**src/rtl/execute_mem_s2_access.sv**
```systemverilog
// execute_mem_s2_access: single-outstanding dmem access stage with one-cycle ROB writeback.
// Optional EXECUTE_MEM_S2_ALIGN_CHECK_EN faults misaligned word accesses instead of aligning them down.
module execute_mem_s2_access (
  input  logic        clk,
  input  logic        resetn,
  input  logic        bco_valid,
  input  logic        i_valid,
  input  logic [3:0]  i_dst_rob,
  input  logic [7:0]  i_fid,
  input  logic        i_s_byte,
  input  logic        i_s_store,
  input  logic        i_s_load,
  input  logic [31:0] i_src1_value,
  input  logic [31:0] i_agu_p_addr,
  input  logic        i_agu_p_uncached,
  output logic        o_busy,
  output logic        o_dmem_req_valid,
  input  logic        i_dmem_req_ready,
  output logic [31:0] o_dmem_req_addr,
  output logic        o_dmem_req_write,
  output logic        o_dmem_req_uncached,
  output logic [3:0]  o_dmem_req_strb,
  output logic [31:0] o_dmem_req_wdata,
  input  logic        i_dmem_resp_valid,
  input  logic [31:0] i_dmem_resp_data,
  output logic        o_wb_valid,
  output logic [3:0]  o_wb_dst_rob,
  output logic [7:0]  o_wb_fid,
  output logic [31:0] o_wb_value,
  output logic        o_wb_exception
);
  typedef enum logic [1:0] {IDLE, REQ, WAIT, WB} state_t;
  state_t      state_q, state_d;
  logic        killed_q, killed_d;
  logic        exc_q, exc_d;
  logic [31:0] val_q, val_d;
  logic [3:0]  rob_q;
  logic [7:0]  fid_q;
  logic        byte_q, store_q, unc_q;
  logic [31:0] addr_q, data_q;
  logic        accept, mem_op, misal, in_req;
  assign accept = i_valid & ~bco_valid & ((state_q == IDLE) | (state_q == WB));
  assign mem_op = i_s_load | i_s_store;
`ifdef EXECUTE_MEM_S2_ALIGN_CHECK_EN
  assign misal = mem_op & ~i_s_byte & (i_agu_p_addr[1:0] != 2'b00);
`else
  assign misal = 1'b0;
`endif
  always_comb begin
    state_d  = state_q;
    killed_d = killed_q;
    val_d    = val_q;
    exc_d    = exc_q;
    case (state_q)
      IDLE, WB: begin
        state_d = IDLE;
        if (accept) begin
          state_d = (!mem_op || misal) ? WB : REQ;
          val_d   = misal ? i_agu_p_addr : 32'h0;
          exc_d   = misal;
        end
      end
      REQ: begin
        // A request already handed to dmem still owes a response, so a flush only marks it killed.
        if (i_dmem_req_ready) begin
          state_d  = WAIT;
          killed_d = bco_valid;
        end else if (bco_valid) begin
          state_d = IDLE;
        end
      end
      WAIT: begin
        if (bco_valid) killed_d = 1'b1;
        if (i_dmem_resp_valid) begin
          state_d  = (killed_q || bco_valid) ? IDLE : WB;
          killed_d = 1'b0;
          val_d    = store_q ? 32'h0 :
                     byte_q  ? {24'h0, i_dmem_resp_data[{addr_q[1:0], 3'b000} +: 8]} :
                               i_dmem_resp_data;
          exc_d    = 1'b0;
        end
      end
      default: state_d = IDLE;
    endcase
  end
  always_ff @(posedge clk or negedge resetn) begin
    if (!resetn) begin
      state_q  <= IDLE;
      killed_q <= 1'b0;
      exc_q    <= 1'b0;
      val_q    <= 32'h0;
      rob_q    <= 4'h0;
      fid_q    <= 8'h0;
      byte_q   <= 1'b0;
      store_q  <= 1'b0;
      unc_q    <= 1'b0;
      addr_q   <= 32'h0;
      data_q   <= 32'h0;
    end else begin
      state_q  <= state_d;
      killed_q <= killed_d;
      exc_q    <= exc_d;
      val_q    <= val_d;
      if (accept) begin
        rob_q   <= i_dst_rob;
        fid_q   <= i_fid;
        byte_q  <= i_s_byte;
        store_q <= i_s_store;
        unc_q   <= i_agu_p_uncached;
        addr_q  <= i_agu_p_addr;
        data_q  <= i_src1_value;
      end
    end
  end
  assign in_req              = (state_q == REQ);
  assign o_busy              = in_req | (state_q == WAIT);
  assign o_dmem_req_valid    = in_req;
  assign o_dmem_req_addr     = in_req ? {addr_q[31:2], 2'b00} : 32'h0;
  assign o_dmem_req_write    = in_req & store_q;
  assign o_dmem_req_uncached = in_req & unc_q;
  assign o_dmem_req_strb     = !in_req ? 4'h0 : (store_q && byte_q) ? (4'b0001 << addr_q[1:0]) : 4'hF;
  assign o_dmem_req_wdata    = !(in_req && store_q) ? 32'h0 : byte_q ? {4{data_q[7:0]}} : data_q;
  assign o_wb_valid          = (state_q == WB);
  assign o_wb_dst_rob        = rob_q;
  assign o_wb_fid            = fid_q;
  assign o_wb_value          = val_q;
  assign o_wb_exception      = exc_q;
endmodule

```
**config.mk**
```make
export PLATFORM = sky130hd
export DESIGN_NAME = execute_mem_s2_access
export DESIGN_NICKNAME = d
export VERILOG_FILES = /design/src/rtl/execute_mem_s2_access.sv
export SDC_FILE = /design/constraint.sdc
export NUM_CORES = 1
export LEC_CHECK = 0
export BUFFER_PORTS_ARGS = -buffer_cell sky130_fd_sc_hd__buf_2
export CAP_MARGIN = 20
export CORE_MARGIN = 5
export CORE_UTILIZATION = 48
export DETAILED_ROUTE_END_ITERATION = 10
export PLACE_DENSITY = 0.79
export SLEW_MARGIN = 20
export SYNTH_ARGS = -nofsm -noshare
export SYNTH_HDL_FRONTEND = slang
export SYNTH_SLANG_ARGS = --single-unit
```
**constraint.sdc**
```tcl
create_clock -name clk -period 2.1 [get_ports clk]
set_input_delay 0.525 -clock clk [delete_from_list [all_inputs] [get_ports clk]]
set_output_delay 0.525 -clock clk [all_outputs]
set_load 0.01 [all_outputs]
```
# Yosys cells after proc, flatten, opt, wreduce, memory -nomap -nowiden
# Index checks and enable logic that the tools add are counted.
word_totals:
  regBits: 115
  latchBits: 0
  mem_bits_rw: 0
  rom_bits: 0
  in_bits: 118
  output_inout_bits: 118
  n_memories: 0
op_classes:
  addsub: 0
  multipliers: 0
  div: 0
  magnitude_cmp: 0
  n_eq_ne: 8
  n_shift: 2
  n_mux: 24
  bitwise_logic: 8
  n_reduce_logical: 10
ops:
  columns: ["operator", "count"]
  rows:
  - ["$mux 32", 7]
  - ["$pmux 32 s2", 1]
  - ["$shiftx 32x6->8", 1]
  - ["$mux 2", 6]
  - ["$mux 4", 2]
  - ["$ne 2x2->1 const B", 3]
  - ["$ne 3x3->1 const B", 2]
  - ["$pmux 2 s3", 1]
  - ["$reduce_and 3->1", 2]
  - ["$mux 1", 5]
  - ["$and 1x1->1", 4]
  - ["$eq 2x2->1 const B", 2]
  - ["$pmux 1 s2", 2]
  - ["$reduce_bool 2->1", 2]
  - ["$shl 1x2->4 const A", 1]
  - ["$or 1x1->1", 3]
  - ["$eq 2x1->1 const B", 1]
  - ["$logic_and 1x1->1", 2]
  - ["$logic_not 2->1", 1]
  - ["$reduce_and 2->1", 1]
  - ["$reduce_or 2->1", 1]
  - ["$logic_or 1x1->1", 1]
  - ["$not 1->1", 1]

# Depth between registers and ports, before layout
# Gate-level depths: netlist of the first run.
logic_depth:
  ltp_word: 5
  ltp_mapped: 7

# Worst setup path before layout of the first run
# Ideal clock, no wire load.
synth_path:
  path_kind: "reg-to-output"
  start: "reg state_q[1]"
  end: "out o_dmem_req_wdata[22]"
  arrival_ns: 1.231
  required_ns: 1.575
  path_slack_ns: 0.344
  path_stages_with_launch: 6
  cell_sequence: "dfrtp_1 -> inv_1 -> ha_1 -> nand2_1 -> clkbuf_1 -> a21oi_1"
synth_via:
  elab_chain_cells: 3
synth_lines:
  columns: ["element", "line", "source"]
  rows:
  - ["start: declaration", "33", "state_t state_q, state_d;"]
  - ["start signal: assignment", "100", "state_q <= state_d;"]
  - ["$eq 2x1->1", "115", "assign in_req = (state_q == REQ);"]
  - ["$logic_and 1x1->1", "122", "assign o_dmem_req_wdata = !(in_req && store_q) ? 32'h0 : byte_q ? {4{data_q[7:0]}} : data_q;"]
  - ["$mux 32", "122", null]
  - ["end: declaration", "23", "output logic [31:0] o_dmem_req_wdata,"]
# Every way passes these cells.

# Final worst setup path of the first run
layout_path:
  start: "reg state_q[1]"
  end: "out o_dmem_req_wdata[9]"
# The elaborated chain is that of the path after synthesis.

==> metrics.md, run 1 <==
| Metric | Value |
|---|---|
| Status | finished with violations |
| Failing checks | negative setup slack |
| Skew-Pair Late Insertion Delay | 0.42 ns |
| Setup crit start kind | flip-flop |
| IO Count | around 240 |
| CTS Buf Count | 17 |
| Die Area | roughly 0.014 sq mm |
| Crit share post-route | 103% |
| Design area | around 0.0077 sq mm |
| Distinct cell type count of the synthesized netlist | 34 |
| Drt wl/cell | ~20 um |
| Crit-path max FO | 6 |
| Number of max-cap violations | 0 |
| Async SR Flop Fraction | between 90% and 100% |
| FF+latch count, synth | 114 |
| Clk pin slew, worst setup/hold paths | approximately 0.05 ns |
| Yosys warns | 0 |
| Via-per-instance ratio | 5.49 |
| Sequential Area | 0.00285 sq mm |
| Post-synth EDFFs | 0 |
| Largest net degree at the start of global routing | ~120 |
| Slew @ Worst Pin | 0.694 ns |
| Mapped Cells | ~450 |
| Register area share after synthesis | 52.7% |
| Synthesized area per cell | 12.0 sq um |
| Drt first pass iters | 6 |
| Total Wirelength | approximately 17000 um |
| Setup tns final | -0.821 ns |
| Final min period | between 2 and 2.5 ns |
| Gp weighted congestion | 0.892 |
| Final hold violation count | 0 |
| Leak pwr | just under 4 nW |
| Rows | 38 |
| Setup WS post-layout | -0.0632 ns |
| RSZ-0062 raised after global routing | true |
| Core ar. | 0.0109 sq mm |
| Clk buf depth | 2 |
| CP arrival | ~1.6 ns |
| Initial DRC count | ~340 |
| GRT overflow | 0 |
| Total GRT Usage | between 20% and 30% |
| Multi-input gate area | between 0.002 and 0.003 sq mm |
| Prevailing post-synth register cell | dfrtp_1 |
| Layout cells sized above 1 | approximately 58% |
| CP Capture Type | primary output |
| Initial core utilization | 49.5% |
| Ant. Diodes | 0 |
| # hold bufs at CTS | 0 |
| DRT antenna net count | 0 |
| Vias in the first global route | approximately 5000 |
| Worst hold path class | input port to async pin |
| Die span in x | ~120 um |
| Vias | around 4600 |
| Net count, final | roughly 810 |
| Clock root buffer | clkbuf_16 |
| PD cells | roughly 1400 mW/mm^2 |
| Crit path required time | about 1.6 ns |
| Critical path class | flip-flop to primary output |
| Post-DP HPWL | about 12000 um |
| Post-Syn Area | approximately 0.0054 sq mm |
| WHS | between 0.15 and 0.2 ns |
| DRC | 0 |
| Final slew viol count | 0 |
| # H-tree levels | 4 |
| Peak VDD IR | around 0.89 mV |
| Fmax | approximately 460 MHz |
| Area of placed instances | approximately 0.0067 sq mm |
| Initial antenna violation count | 0 |
| Worst Skew | about 0.0094 ns |
| CTS tree | built |
| First-pass GRT wire length | 25900 um |
| Clk sinks | between 100 and 150 |
| Die Span Y | approximately 120 um |
| Filler instances | 759 |
| Slew margin rel. | between 50% and 60% |
| Buffers on Ports | roughly 230 |
| Synth-to-Final Area Change | 42.8% |
| Final setup violation count | 30 |
[worst max-delay path, cell delays in order, from the launching register on]
cell and delay [ns]:
dfrtp_1 0.39, inv_2 0.10, ha_4 0.19, nand2_8 0.08, clkbuf_16 0.18, a21oi_2 0.12
buf_2 0.15
[layout by cell type, fill, tap and decap left out, types with 10 or more instances in the layout]
master	netlist	layout
a21oi_2	0	16
a22o_1	24	24
and2_1	32	32
buf_2	5	218
buf_4	14	17
buf_6	0	13
clkbuf_16	0	18
dfrtp_1	114	113
inv_1	13	10
mux2_2	88	88
nand2_1	36	35
o221ai_1	16	16
[kinds of logic (layout without fill, tap and decap cells)]
family | Yosys count | in the layout | share of synthesized area [%]
AOI/OAI and AO/OA | 90 | 90 | 12.2
and+or+nand+nor | 105 | 105 | 11.3
muxes | 88 | 88 | 18.3
other | 1 | 3 | 0.0693
DFF | 114 | 114 | 52.7
adders and majority gates | 4 | 4 | 0.925
buffers and inverters | 50 | 297 | 4.55
[report_power, final]
part | internal (mW) | switching [mW]
clock | 2.06 | 1.00
combinational | 2.09 | 2.36
sequential | 3.09 | 0.558
total | 7.24 | 3.92
[registers in the layout, summed over array words and instances, names as in the netlist]
register	flops
addr_q	32
data_q	32
o_wb_value	32
o_wb_fid	8
o_wb_dst_rob	4
state_q	2
byte_q	1
killed_q	1
store_q	1
unc_q	1
[Yosys cell counts, types with 3 or more instances]
master,number,share of area (%)
and3_1,8,0.92
nor2b_1,4,0.46
and2_1,32,3.7
nor3b_1,7,0.97
dfrtp_1,114,53
inv_1,13,0.90
a21oi_1,29,2.7
buf_4,14,1.9
o21a_1,3,0.42
and4b_1,7,1.3
nand2_1,36,2.5
a22o_1,24,3.9
buf_2,5,0.46
clkbuf_1,18,1.2
a22oi_1,8,1.1
mux2_2,88,18
ha_1,4,0.92
o221ai_1,16,2.6
or2_2,3,0.35
[path summary, 6_finish.rpt]
check                                       from                   to  slack, ns  cells after the start
worst max-delay path                  state_q[1]  o_dmem_req_wdata[9]      -0.06                      6
worst min-delay path                      resetn        o_wb_value[8]       0.20                      2
worst max register to register        state_q[1]        o_wb_value[5]       0.13                      7
worst min register to register    o_wb_value[15]       o_wb_value[15]       0.49                      1
max in group asynchronous                 resetn           data_q[16]       1.44                      2
min in group clk                i_agu_p_addr[22]           addr_q[22]       0.34                      2
[final cells by class]
cell class	instances	area share, %
Clock inverter	10	2.04
Tap cell	140	2.27
Inverter	13	0.631
Timing Repair Buffer	254	19.4
Clock buffer	20	6.04
Sequential cell	114	36.9
Multi-Input combinational cell	290	32.7
[through the flow]
step,power [mW],worst slack (ns),utilization (%),cells
2_1_floorplan,6.03,0.344,-,454
3_3_place_gp,7.29,0.167,61.4,804
3_5_place_dp,7.47,0.0721,61.4,804
4_1_cts,10.9,-0.0711,69.0,838
5_1_grt,11.8,-0.122,70.7,841
6_report,11.2,-0.0632,70.7,841
[routing by layer]
metal  GRT usage (%)  vias up  wire (um)
li1                -     2093          -
met5               0        -          0
met3            8.91       36       1770
met4            8.97        0        316
met2            42.3      259       8390
met1            29.1     2228       6330
[timing repair]
action                     in CTS  in global routing
buffers inserted                3                  2
setup endpoints to repair      69                 88
resized for setup              35                 30
pin swaps                       1                  2
hold endpoints to repair        0                  0
cloned                          1                  1
Note: power is estimated with default switching activity, not from simulation.
==> inputs of run 2 (changes only) <==
--- a/config.mk
+++ b/config.mk
@@ -10,7 +10,8 @@
 export CORE_MARGIN = 5
 export CORE_UTILIZATION = 48
 export DETAILED_ROUTE_END_ITERATION = 10
-export PLACE_DENSITY = 0.79
+export PLACE_DENSITY = 0.81
+export RECOVER_POWER = 25
 export SLEW_MARGIN = 20
 export SYNTH_ARGS = -nofsm -noshare
 export SYNTH_HDL_FRONTEND = slang
==> constraint.sdc (replaced) <==
create_clock -name clk -period 2.3 [get_ports clk]
set_input_delay 0.575 -clock clk [delete_from_list [all_inputs] [get_ports clk]]
set_output_delay 0.575 -clock clk [all_outputs]
set_load 0.01 [all_outputs]
==> run 2 against run 1 <==
Against the previous run:
- the flow now finishes without violations
- cell area shrank 4.2%
- clock power fell by 7.2%
- cell count decreased by 0.59%
- non-clock buffer count is 7 lower
- register-to-register slack improved by 0.05 ns
- first-iteration DRC count increased by 26%
- global-route usage shrank 1.2 points
- total power is 13% lower
- combinational power down 21%
- critical path depth unchanged
- die area did not move
- largest power group unchanged
- highest routed layer unchanged
==> metrics.md, run 2 (synthesis gave the netlist of run 1 again) <==
| Metric | Value |
|---|---|
| Area of placed instances | about 0.0067 sq mm |
| Critical path class | flip-flop to primary output |
| PD cells | between 1000 and 1500 mW/mm^2 |
| Vias | about 4600 |
| Flop2flop setup slack | around 0.18 ns |
| Status | complete, no violations |
| CP max-delay cell | dfrtp_1 |
| Slew margin rel. | 34.1% |
| Clock root buffer | clkbuf_16 |
| Die span in x | 116 um |
| Final slew viol count | 0 |
| Flop pwr share | around a third |
| Final hold violation count | 0 |
| Vias in the first global route | slightly below 5000 |
| Initial core utilization | between 40% and 50% |
| Worst hold path class | input port to async pin |
| DRT antenna net count | 0 |
| IO Count | approximately 240 |
| Synth-to-Final Area Change | 36.8% |
| GRT overflow | 0 |
| First-pass GRT wire length | 24500 um |
| Rows | 38 |
| Ant. Diodes | 0 |
| Total GRT Usage | a little under a quarter |
| Die Area | 0.0135 sq mm |
| Initial antenna violation count | 0 |
| Clk buf depth | 2 |
| Gate power share | between 30% and 40% |
| Gp weighted congestion | between 0.8 and 0.9 |
| Finished Layout Cells | 836 |
| Drt wl/cell | between 15 and 20 um |
| Post-DP HPWL | between 10000 and 15000 um |
| Final setup violation count | 0 |
| Utilization after layout | 67.7% |
| Crit share post-route | 96.5% |
| Crit-path max FO | 25 |
| Skew-Pair Late Insertion Delay | between 0.4 and 0.5 ns |
| Buffers on Ports | 232 |
| CP arrival | around 1.7 ns |
| Number of max-cap violations | 0 |
| Design area | around 0.0074 sq mm |
| Final min period | roughly 2.2 ns |
| Drt first pass iters | 4 |
| Clock network power share | 29.2% |
| Worst R2R Start | state_q[0] |
| Initial DRC count | roughly 430 |
| Leak pwr | around 3.8 nW |
| Core ar. | between 0.01 and 0.015 sq mm |
| CP max stage delay | roughly 0.4 ns |
| Commonest non-fill, non-tap cells in the layout | 232 x buf_2, 113 x dfrtp_1, 88 x mux2_2 |
| # H-tree levels | 4 |
| CP Capture Type | primary output |
| CTS tree | built |
| DRC | 0 |
| Worst path top cell family by delay | buffers and inverters |
| FF-to-FF End | o_wb_value[16] |
| Commonest non-fill, non-tap cell in the layout | buf_2 |
| Clk pin slew, worst setup/hold paths | about 0.050 ns |
| Total Wirelength | around 16000 um |
| Sequential Area | 0.00285 sq mm |
| Setup crit start kind | flip-flop |
| Peak VDD IR | a little over 0.8 mV |
| Sw Pwr | around 3.3 mW |
| Net count, final | a little over 800 |
| Clk sinks | approximately 110 |
| Worst path bufs/invs | 3 |
| Largest net degree at the start of global routing | 45 |
| Layout cells sized above 1 | a little over half |
| Fmax | ~450 MHz |
| Via-per-instance ratio | approximately 5.5 |
| Switching portion of total power | between 30% and 40% |
| FF-to-FF path depth | 6 |
| Pint | 6.47 mW |
| CTS Buf Count | 17 |
| DP Worst Slack | roughly 0.27 ns |
| Cells along the critical path | inv_2, ha_4, nand2_1, buf_12, a21oi_1, buf_2 |
| Crit path required time | 1.73 ns |
| Placed cells | between 800 and 900 |
| Multi-input gate area | roughly 0.0023 sq mm |
| Filler instances | roughly 810 |
| Die Span Y | 116 um |
| Setup WS post-layout | ~0.080 ns |
| Slew @ Worst Pin | ~0.99 ns |
| Worst Skew | approximately 0.006 ns |
-- run 2: cell types whose count changed in the layout (fill, tap and decap cells not counted), moves of 8 or more --
cell,change
a21oi_1,+23
a21oi_2,-15
buf_2,+14
buf_6,-13
buf_4,-9
a21oi_4,-8
-- run 2: worst register-to-register path: stages, from the launching register on --
cell	delay, ns
dfrtp_1	0.45
inv_1	0.07
ha_1	0.41
clkinvlp_4	0.14
buf_4	0.19
o211a_2	0.44
a22o_1	0.31
-- run 2: final cells by class --
class                      instances  share of cell area (%)
clock buffer                      23                    6.73
clock inverter                     9                    2.03
inverter                          13                   0.761
multi-input combinational        290                    31.6
sequential                       114                    38.6
tap                              140                    2.37
timing repair buffer             247                    18.0
-- run 2: power by group through the flow --
stage	clock [mW]	combinational, mW	sequential [mW]
final	2.84	3.53	3.36
after floorplan	0	2.26	3.24
after detailed placement	0	3.44	3.36
after global routing	2.97	3.86	3.48
after CTS	2.89	3.51	3.34
after global placement	0	3.33	3.32
-- run 2: metal layers --
metal / vias up / track usage (%) / part of all wire [%]
li1: 2082 / - / -
met1: 2207 / 28.0 / 38
met2: 243 / 38.6 / 48
met3: 32 / 9.38 / 11
met4: 0 / 9.67 / 2.1
met5: - / 0 / 0
-- run 2: worst max-delay path by stage --
| stage | startpoint | endpoint | slack, ns | depth (start not counted) |
|---|---|---|---|---|
| after floorplan | state_q[1] | o_dmem_req_wdata[22] | 0.49 | 5 |
| after CTS | state_q[1] | o_dmem_req_wdata[6] | -0.02 | 5 |
| after global placement | state_q[0] | o_wb_value[13] | 0.35 | 5 |
| after global routing | state_q[0] | o_busy | -0.0007 | 4 |
| final | state_q[1] | o_dmem_req_wdata[28] | 0.08 | 6 |
| after detailed placement | state_q[0] | o_wb_value[24] | 0.27 | 5 |
-- run 2: what timing repair did --
item / in CTS / in global routing
hold buffers: 0 / 0
buffers inserted: 1 / 0
setup endpoints to repair: 25 / 60
resized for setup: 3 / 10
-- run 2: per-stage QoR --
| step | setup TNS [ns] | total power, mW | hold WS [ns] |
|---|---|---|---|
| floorplan | 0 | 5.50 | 0.279 |
| finish | 0 | 9.73 | 0.312 |
| global route | -0.000689 | 10.3 | 0.381 |
| detailed placement | 0 | 6.80 | 0.481 |
| CTS | -0.0242 | 9.74 | 0.154 |
| global placement | 0 | 6.65 | 0.477 |
